### src/rtl/cl_axi_rd_arbiter_2_to_1.sv
// Two-to-one round-robin AXI4 read arbiter: registers the winning AR, tags ARID with
// the source port, routes R beats back by that tag and caps outstanding bursts per port.
module cl_axi_rd_arbiter_2_to_1 #(
  parameter int ADDR_W  = 64,
  parameter int DATA_W  = 512,
  parameter int ID_W    = 16,
  parameter int SID_W   = 7,
  parameter int MAX_OUT = 8
) (
  input  logic              aclk,
  input  logic              areset,
  input  logic              s0_arvalid,
  output logic              s0_arready,
  input  logic [ADDR_W-1:0] s0_araddr,
  input  logic [7:0]        s0_arlen,
  input  logic [2:0]        s0_arsize,
  input  logic [1:0]        s0_arburst,
  input  logic [ID_W-1:0]   s0_arid,
  output logic              s0_rvalid,
  input  logic              s0_rready,
  output logic [DATA_W-1:0] s0_rdata,
  output logic [1:0]        s0_rresp,
  output logic              s0_rlast,
  output logic [ID_W-1:0]   s0_rid,
  input  logic              s1_arvalid,
  output logic              s1_arready,
  input  logic [ADDR_W-1:0] s1_araddr,
  input  logic [7:0]        s1_arlen,
  input  logic [2:0]        s1_arsize,
  input  logic [1:0]        s1_arburst,
  input  logic [ID_W-1:0]   s1_arid,
  output logic              s1_rvalid,
  input  logic              s1_rready,
  output logic [DATA_W-1:0] s1_rdata,
  output logic [1:0]        s1_rresp,
  output logic              s1_rlast,
  output logic [ID_W-1:0]   s1_rid,
  output logic              m_arvalid,
  input  logic              m_arready,
  output logic [ADDR_W-1:0] m_araddr,
  output logic [7:0]        m_arlen,
  output logic [2:0]        m_arsize,
  output logic [1:0]        m_arburst,
  output logic [ID_W-1:0]   m_arid,
  input  logic              m_rvalid,
  output logic              m_rready,
  input  logic [DATA_W-1:0] m_rdata,
  input  logic [1:0]        m_rresp,
  input  logic              m_rlast,
  input  logic [ID_W-1:0]   m_rid,
  output logic              busy,
  output logic              dbg_state,
  output logic              dbg_rr_ptr,
  output logic [7:0]        dbg_cnt_0,
  output logic [7:0]        dbg_cnt_1
);

  // Handshakes: a transfer happens on a rising aclk edge where valid and ready are both 1;
  // valid never waits on ready, except s*_arready which may follow s*_arvalid combinationally.

  typedef enum logic {IDLE = 1'b0, PEND = 1'b1} state_t;

  localparam logic [7:0] MAX_CNT = 8'(MAX_OUT);

  state_t     state;
  logic       rr_ptr;
  logic [7:0] cnt_0, cnt_1;

  logic       elig_0, elig_1, grant_0, grant_1;
  logic       sel, dec_0, dec_1;
  logic [7:0] cnt_0_n, cnt_1_n;
  state_t     state_n;
  logic [ID_W-1:0] arid_n;

  function automatic logic [7:0] cnt_next(input logic [7:0] c, input logic inc,
                                          input logic dec);
    logic [7:0] r;
    r = c;
    if (inc && !dec) r = c + 8'd1;
    else if (dec && !inc && c != 8'd0) r = c - 8'd1;
    return r;
  endfunction

  always_comb begin
    elig_0  = s0_arvalid && (cnt_0 < MAX_CNT);
    elig_1  = s1_arvalid && (cnt_1 < MAX_CNT);
    grant_0 = !areset && (state == IDLE) && elig_0 && (!elig_1 || !rr_ptr);
    grant_1 = !areset && (state == IDLE) && elig_1 && (!elig_0 || rr_ptr);
    s0_arready = grant_0;
    s1_arready = grant_1;

    arid_n = '0;
    arid_n[SID_W] = grant_1;
    arid_n[SID_W-1:0] = grant_1 ? s1_arid[SID_W-1:0] : s0_arid[SID_W-1:0];
  end

  // R path is a pure pass-through steered by the source tag in m_rid.
  always_comb begin
    sel       = m_rid[SID_W];
    s0_rvalid = !areset && m_rvalid && !sel;
    s1_rvalid = !areset && m_rvalid && sel;
    m_rready  = !areset && (sel ? s1_rready : s0_rready);
    s0_rdata  = m_rdata;
    s1_rdata  = m_rdata;
    s0_rresp  = m_rresp;
    s1_rresp  = m_rresp;
    s0_rlast  = m_rlast;
    s1_rlast  = m_rlast;
    s0_rid    = '0;
    s0_rid[SID_W-1:0] = m_rid[SID_W-1:0];
    s1_rid    = s0_rid;
    dec_0     = m_rvalid && m_rready && m_rlast && !sel;
    dec_1     = m_rvalid && m_rready && m_rlast && sel;
  end

  always_comb begin
    cnt_0_n = cnt_next(cnt_0, grant_0, dec_0);
    cnt_1_n = cnt_next(cnt_1, grant_1, dec_1);
    state_n = state;
    if (state == IDLE && (grant_0 || grant_1)) state_n = PEND;
    else if (state == PEND && m_arready) state_n = IDLE;
  end

  always_ff @(posedge aclk) begin
    if (areset) begin
      state     <= IDLE;
      m_arvalid <= 1'b0;
      m_araddr  <= '0;
      m_arlen   <= '0;
      m_arsize  <= '0;
      m_arburst <= '0;
      m_arid    <= '0;
      rr_ptr    <= 1'b0;
      cnt_0     <= '0;
      cnt_1     <= '0;
      busy      <= 1'b0;
    end else begin
      state     <= state_n;
      m_arvalid <= (state_n == PEND);
      cnt_0     <= cnt_0_n;
      cnt_1     <= cnt_1_n;
      busy      <= (state_n == PEND) || (cnt_0_n != 8'd0) || (cnt_1_n != 8'd0);
      if (grant_0 || grant_1) begin
        m_araddr  <= grant_1 ? s1_araddr  : s0_araddr;
        m_arlen   <= grant_1 ? s1_arlen   : s0_arlen;
        m_arsize  <= grant_1 ? s1_arsize  : s0_arsize;
        m_arburst <= grant_1 ? s1_arburst : s0_arburst;
        m_arid    <= arid_n;
        rr_ptr    <= !grant_1;
      end
    end
  end

  assign dbg_state  = state;
  assign dbg_rr_ptr = rr_ptr;
  assign dbg_cnt_0  = cnt_0;
  assign dbg_cnt_1  = cnt_1;

endmodule

### config.mk
export PLATFORM = sky130hd
export DESIGN_NAME = cl_axi_rd_arbiter_2_to_1
export DESIGN_NICKNAME = d
export VERILOG_FILES = /design/src/rtl/cl_axi_rd_arbiter_2_to_1.sv
export SDC_FILE = /design/constraint.sdc
export NUM_CORES = 1
export LEC_CHECK = 0
export BUFFER_PORTS_ARGS = -buffer_cell sky130_fd_sc_hd__buf_2
export CORE_AREA = 4 4 736 738
export DETAILED_ROUTE_END_ITERATION = 12
export DIE_AREA = 0 0 740 742
export PLACE_DENSITY = 0.3
export SETUP_SLACK_MARGIN = 0.02
export SLEW_MARGIN = 25
export SYNTH_ARGS = -nofsm -noshare
export SYNTH_HDL_FRONTEND = slang
export SYNTH_SLANG_ARGS = --single-unit
### constraint.sdc
create_clock -name aclk -period 2.8 [get_ports aclk]
set_input_delay 0.56 -clock aclk [delete_from_list [all_inputs] [get_ports aclk]]
set_output_delay 0.56 -clock aclk [all_outputs]
set_load 0.02 [all_outputs]
# Word level (Yosys, flattened, before mapping)
# Index checks and enable logic that the tools add are counted.
totals:
  regBits: 104
  inputBits: 725
  wordCells: 70
classes:
  order_cmp: 2
  reduce_logical: 41
  addsub: 4
  bitwise_logic: 1
  mux: 12
op_table:
  columns: ["operator", "n"]
  rows:
  - ["64-bit two-way mux", 1]
  - ["8-bit two-way mux", 5]
  - ["8-bit nonzero test", 4]
  - ["1-bit logical AND", 23]
  - ["8-bit by 1-bit adder with 8-bit output, second input constant", 2]
  - ["8-bit by 4-bit less-than comparator with 1-bit output, second input constant", 2]
  - ["8-bit by 1-bit subtractor with 8-bit output, second input constant", 2]
  - ["1-bit zero test", 9]
  - ["7-bit two-way mux", 1]
  - ["1-bit logical OR", 5]
  - ["1-bit two-way mux", 3]
  - ["3-bit two-way mux", 1]
  - ["2-bit two-way mux", 1]
  - ["1-bit inverter", 1]

# Logic depth before layout (Yosys ltp)
# Gate-level depths: netlist of run 1.
depth:
  ltp_word: 13
  ltp_mapped: 9

# Worst setup path after synthesis of run 1
# OpenSTA, ideal clock, no wires.
synth_timing:
  kind: "register to register"
  startpoint: "register cnt_1[1] (netlist: dbg_cnt_1[1])"
  endpoint: "register busy"
  required_ps: 2658
  path_stages_with_launch: 10
  t_arrival_ps: 2346
  synth_period_minus_slack_ps: 2488
  path_buffers: 1
  slack_ps: 312
  cell_sequence: "dfxtp_1 clkbuf_1 inv_1 ha_1 nor3b_1 nand4_1 a2111oi_0 mux2_2 a2111oi_0 a41oi_1"
synth_via:
  elab_chain_cells: 13
  word_cells_on_any_way: 29
synth_lines:
  columns: ["element", "line_no", "rtl"]
  rows:
  - ["from (decl)", "67", "logic [7:0] cnt_0, cnt_1;"]
  - ["from (signal assigned)", "141", "cnt_1 <= cnt_1_n;"]
  - ["8-bit by 4-bit less-than comparator with 1-bit output", "86", "elig_1 = s1_arvalid && (cnt_1 < MAX_CNT);"]
  - ["1-bit logical AND", "86", null]
  - ["1-bit zero test", "87", "grant_0 = !areset && (state == IDLE) && elig_0 && (!elig_1 || !rr_ptr);"]
  - ["1-bit logical OR", "87", null]
  - ["1-bit logical AND", "87", null]
  - ["1-bit zero test", "80", "else if (dec && !inc && c != 8'd0) r = c - 8'd1;"]
  - ["1-bit logical AND (2 in series)", "80", null]
  - ["8-bit two-way mux", "80", null]
  - ["8-bit two-way mux", "79", "if (inc && !dec) r = c + 8'd1;"]
  - ["8-bit nonzero test", "142", "busy <= (state_n == PEND) || (cnt_0_n != 8'd0) || (cnt_1_n != 8'd0);"]
  - ["1-bit logical OR", "142", null]
  - ["1-bit logical OR (*)", "142", null]
  - ["to (signal assigned)", "142", null]
  - ["to (decl)", "51", "output logic busy,"]
# Every way passes the cells marked *; elsewhere a longest branch is shown, timed or not.
# A chain may end at the register's enable or synchronous reset.

# Worst setup path in the final report of run 1
layout_timing:
  startpoint: "register cnt_1[7] (netlist: dbg_cnt_1[7])"
  endpoint: "register busy"
# Same word-level chain as after synthesis.

==> results of run 1 <==
area by class of cell:
cell class,instances,area [um^2],share of cell area [%]
inverter,5,18.77,0.1173
sequential,104,2092,13.08
timing repair buffer,346,2017,12.61
clock inverter,3,67.56,0.4223
antenna,20,50.05,0.3128
tap,7181,8985,56.16
multi-input combinational,405,2439,15.24
clock buffer,14,329.1,2.057
through the flow:
step | util, % | power [mW] | area, um^2
finish | 2.988 | 5.031 | 16000
global route | 2.982 | 5.404 | 15970
CTS | 2.973 | 5.342 | 15920
detailed placement | 2.876 | 2.997 | 15400
global placement | 2.876 | 3.007 | 15400
floorplan | - | 4.441 | 12690
layout by cell type (no fill, tap or decap), types with 4 or more instances in the layout:
cell type / n
a21oi_1: 86
ha_1: 5
and3b_1: 4
a22oi_1: 78
nor3_1: 6
nor2b_1: 5
conb_1: 26
diode_2: 20
buf_12: 7
nand2_1: 84
inv_1: 5
mux2i_1: 7
buf_4: 49
buf_6: 4
a211oi_1: 10
nor2_1: 25
nand2b_1: 4
clkbuf_16: 13
dfxtp_1: 100
nand3_1: 4
buf_2: 284
xor2_1: 6
per-layer routing:
layer	track usage, %	up-vias	part of all wire, %
met2	15.38	2508	37
met3	24.81	506	45
li1	-	2623	-
met5	0.4760	-	0.22
met1	3.675	3083	11
met4	5.419	74	5.8
power by group through the flow:
stage | logic, mW | registers [mW] | clock network, mW
6_report | 1.30 | 1.66 | 2.08
3_5_place_dp | 1.30 | 1.69 | 0
2_1_floorplan | 2.62 | 1.82 | 0
5_1_grt | 1.40 | 1.68 | 2.33
3_3_place_gp | 1.31 | 1.69 | 0
4_1_cts | 1.34 | 1.66 | 2.34
sequential cells by signal, indices dropped and copies added, names as in the netlist:
| signal | flops |
|---|---|
| m_arburst | 2 |
| m_araddr | 64 |
| m_arid | 8 |
| busy | 1 |
| dbg_state | 1 |
| m_arlen | 8 |
| dbg_rr_ptr | 1 |
| dbg_cnt_1 | 8 |
| dbg_cnt_0 | 8 |
| m_arsize | 3 |
worst max path at each step:
stage,from,endpoint,cells past startpoint
after CTS,dbg_cnt_1[7],s0_arready,4
after detailed placement,s0_arvalid,busy,8
after global placement,s0_arvalid,busy,8
after floorplan,dbg_cnt_1[1],busy,9
after global routing,dbg_cnt_1[7],s0_arready,4
final,dbg_cnt_1[7],busy,8
cell families (layout without fill, tap and decap cells):
logic type      after synthesis  count (layout)  share of synthesized area (%)
fa+ha+maj                     5               5                         0.4965
xor+xnor                      9               9                         0.6257
other cells                   1              46                        0.02976
compound gates              197             197                          10.13
simple gates                159             159                          6.087
mux                           9               9                         0.7349
buf+inv                    1120             368                          65.37
flops                       104             104                          16.52
tightest hold or removal path, stage by stage:
cell     delay (ps)
buf_2            80
a22oi_1          60
a21oi_1         130
what timing repair did:
| item | 4_1_cts | 5_1_grt |
|---|---|---|
| pin swaps | 2 | 1 |
| setup endpoints to repair | 3 | 13 |
| resized for setup | 15 | 9 |
| setup buffers | 9 | 0 |
==> results.toml, run 1 <==
[run_status]
status = "finished, final reports clean"

[clock_network]
clkLatencyLatePin_ps = 550
cts_tree = "built"
h-tree-depth = 3
clkSinkCount = 104
cts_buffers = 13
cts-root-buf = "clkbuf_16"
clock_path_buffers = 3
hold_buffers = 0
clk_pin_slew_ps = 120

[grt]
grt_overflow = 0
grt_pass1_vias = 8096
grt_pass1_wl_mm = 352.1
antenna_found_initial = 92
grt_usage_pct = 11.57
grt_max_degree = 78

[sta]
max_freq_mhz = 369.3
fin_tns_setup_ps = 0
post-route-period-util_pct = 96.70
max-slew-margin-rel_pct = 54.38
setup_viol = 0
finalHoldViolations = 0
setup_slack_ps = 92.34
finalMaxSlewViolations = 0
min_period_ps = 2708
tightest_slew_ps = 684.3
hold-worst-slack_ps = 290.1
fin_skew_ps = 28.99
rsz0062_at_grt = "true"

[floorplanning]
die_x_um = 740
core_mm2 = 0.5355
start_util_pct = 2.353
ioPinCount = 1905
num_rows = 269
die_h_um = 742
die-area_mm2 = 0.5491

[place]
dp_hpwl_mm = 314.3
dp.cells = 8032
place_ws_ps = -280.2
gp_congestion = 0.6926
port_buffers = 289

[critical_path]
crit_arrival_ps = 3190
path_cells = "or4_4, o2111a_4, buf_4, buf_4, or4_4, a22oi_2, a211oi_1, a41oi_1"
worst-path-max-fanout = 7
crit_path_start_kind = "flop"
critPathMaxStageDelay_ps = 560
critPathKind = "reg2reg"
worst-r2r-setup-slack_ps = 90
r2r_end = "busy"
cp.buffers_inverters = 2
endpoint_kind = "flop"
path_delay_family = "simple AND/OR/NAND/NOR gates"
reg2reg_from = "dbg_cnt_1[7]"
critical_path_required_ps = 3280
reg2reg_depth = 8
critical_path.slowest_cell = "or4_4"

[synth]
async_reset_ff_share_pct = 0
netlist_instances = 1604
synth_warnings = 0
postSynthAreaPerCell_um2 = 7.855
synth_area_mm2 = 0.01260
synth_area_leaders = "buf_4 64%, dfxtp_1 17%, a22oi_1 4.6%, a21oi_1 3.4%, nand2_1 2.5%"
ys.flop_type = "dfxtp_1"
ys_ff_latch = 104
seq_area_frac_synth_pct = 16.52
netlist_top_cells_count = "1071 x buf_4, 104 x dfxtp_1, 86 x a21oi_1, 84 x nand2_1, 78 x a22oi_1"
synth_edf_count = 0
synth.most_common_cell = "buf_4"
synth_cell_types = 54
yosysTopAreaCell = "buf_4"
netlist.area_leader.share_pct = 63.81

[route]
wire_per_inst_um = 40.95
vias = 8794
wirelength_mm = 330.8
vias_per_cell = 1.089
drc = 0
dr.first_iter.drc_count = 663
dr.pass1.iters = 7
antenna_left = 0

[flow_run]
maxCapViolations = 0

[power]
ir_worst_vdd_v = 0.0002832
power_frac_seq_pct = 33.0
power_density_mw_per_mm2 = 314.5
p_leak_nw = 3.398
p_int_mw = 3.054
switching_share_pct = 39.29
power.switching_mw = 1.977
clkPwrFrac_pct = 41.3
comb_power_share_pct = 25.7

[min_path]
holdPathEnd = "m_arid[6]"
holdPathStages = 3
hp-start = "s0_arid[6]"
min_path_type = "in2reg"

[layout]
drive_gt1_share_pct = 43.56
final_nets = 1605
nFillCells = 64000
area_growth_pct = 26.97
stdcell_count = 8078
No activity file was read; power rests on OpenSTA's default activity.
==> inputs of run 2 (changes only) <==
--- a/config.mk
+++ b/config.mk
@@ -9,6 +9,7 @@
 export CORE_AREA = 4 4 736 738
 export DETAILED_ROUTE_END_ITERATION = 12
 export DIE_AREA = 0 0 740 742
+export GPL_TIMING_DRIVEN = 0
 export PLACE_DENSITY = 0.3
 export SETUP_SLACK_MARGIN = 0.02
 export SLEW_MARGIN = 25
==> run 2 against run 1 <==
Against the previous run:
- the run now ends with negative setup slack left
- fmax is 6.1% lower
- combinational power grew to 4.6 times the previous value
- cell area is 85% higher
- critical endpoint is now s0_arready
==> results.toml, run 2 (synthesis results as in run 1) <==
[clock_network]
cts_buffers = 13
cts_tree = "built"
hold_buffers = 0
clk_pin_slew_ps = 160
clkSinkCount = 104
cts-root-buf = "clkbuf_16"
clkLatencyLatePin_ps = 570
clock_path_buffers = 3
h-tree-depth = 3

[place]
postPlaceCellArea_mm2 = 0.02855
port_buffers = 1331
dp_hpwl_mm = 331.0
gp_congestion = 1.031
dp.cells = 10149

[sta]
post-route-period-util_pct = 103.0
min_period_ps = 2884
max-slew-margin-rel_pct = 50.62
max_freq_mhz = 346.7
setup_slack_ps = -84.09
finalMaxSlewViolations = 0
rsz0062_at_grt = "true"
setup_viol = 2
finalHoldViolations = 0
tightest_slew_ps = 740.7
fin_skew_ps = 62.68

[route]
drc = 0
dr.first_iter.drc_count = 752
vias = 16740
dr.pass1.iters = 4
wirelength_mm = 345.1
antenna_left = 0
vias_per_cell = 1.630
wire_per_inst_um = 33.61

[grt]
grt_usage_pct = 12.04
grt_pass1_vias = 16274
grt_overflow = 0
grt_pass1_wl_mm = 380.9
antenna_found_initial = 168
grt_max_degree = 23

[critical_path]
path_delay_family = "simple AND/OR/NAND/NOR gates"
critPathMaxStageDelay_ps = 520
path_cells = "or4_4, o2111a_2, clkbuf_16, clkbuf_16, buf_12"
cpMostUsedCell = "clkbuf_16"
r2r_end = "busy"
crit_arrival_ps = 2320
reg2reg_from = "dbg_cnt_0[6]"
worstSetupStartpoint = "dbg_cnt_1[5]"
critPathKind = "reg2out"
worst-path-max-fanout = 3
critical_path.slowest_cell = "or4_4"
cp.buffers_inverters = 3
reg2reg_depth = 8
critical_path_required_ps = 2240
worst-r2r-setup-slack_ps = 40
endpoint_kind = "output port"
crit_path_start_kind = "flop"

[layout]
post-route-util_pct = 5.513
final_nets = 3734
layout_commonest_cell = "buf_2"
regMostFlops = "m_araddr"
area_growth_pct = 134.3
mostFrequentLayoutCells = "1330 x buf_2, 1096 x buf_4, 98 x dfxtp_1"
final_area_mm2 = 0.02952
stdcell_count = 10269
largest_reg_flops = 64
drive_gt1_share_pct = 83.20

[floorplanning]
num_rows = 269
ioPinCount = 1905
die-area_mm2 = 0.5491
die_h_um = 742
die_x_um = 740
core_mm2 = 0.5355
start_util_pct = 2.353

[power]
p_leak_nw = 12.70
power.switching_mw = 5.254
power_density_mw_per_mm2 = 328.7
comb_power_share_pct = 61.1
clkPwrFrac_pct = 21.8
switching_share_pct = 54.14
ir_worst_vdd_v = 0.0002921
p_int_mw = 4.450
power_frac_seq_pct = 17.1

[min_path]
holdPathEnd = "m_araddr[33]"
hp-start = "s0_araddr[33]"
holdPathStages = 3
min_path_type = "in2reg"

[run_status]
violations = "negative setup slack"
status = "complete, but fails checks"

[flow_run]
maxCapViolations = 0
-- run 2: metrics by stage --
step	worst slack [ps]	hold slack, ps	power (mW)	TNS (ps)
floorplan	311.6	530.4	4.441	0
global placement	-3138	437.4	7.728	-203320
detailed placement	-1453	441.8	7.753	-81190
CTS	-232.8	204.0	10.13	-381.5
global route	-188.7	244.3	10.33	-347.1
finish	-84.09	277.4	9.704	-91.26
-- run 2: how the worst max path moves through the flow --
stage | endpoint | slack (ps) | depth (start not counted)
floorplan | busy | 310 | 9
global placement | s0_arready | -3140 | 7
detailed placement | m_araddr[50] | -1450 | 10
CTS | s0_arready | -230 | 6
global route | s0_arready | -190 | 5
finish | s0_arready | -80 | 5
-- run 2: final cells by class --
cell class | count | area [um^2]
inverters | 5 | 18.77
repair buffers | 1363 | 7061
multi-input cells | 405 | 2460
well taps | 7181 | 8985
flip-flops and latches | 104 | 2100
clock inverters | 3 | 46.29
fillers | 63811 | 506000
plain buffers | 1112 | 8307
clock buffers | 14 | 339.1
diodes | 82 | 205.2
-- run 2: what timing repair did --
action	in CTS	in global routing
pin swaps	7	5
endpoints found under the setup margin	94	36
buffers inserted	22	3
resized for setup	56	20
-- run 2: power groups by stage --
stage / logic [mW] / registers [mW] / clock network (mW)
after global routing: 6.36 / 1.68 / 2.29
after floorplan: 2.62 / 1.82 / 0
after CTS: 6.17 / 1.66 / 2.31
final: 5.93 / 1.66 / 2.11
after global placement: 6.03 / 1.69 / 0
after detailed placement: 6.06 / 1.69 / 0
-- run 2: tightest hold or removal path, cell delays in order --
cell and delay (ps):
buf_2 80, a22oi_1 60, a21oi_1 130
-- run 2: routing by layer --
metal	track usage [%]	wire, um	part of all wire (%)
met5	0	495	0.14
met4	3.890	13710	4.0
met3	11.53	72670	21
met2	16.76	134700	39
met1	12.57	123500	36
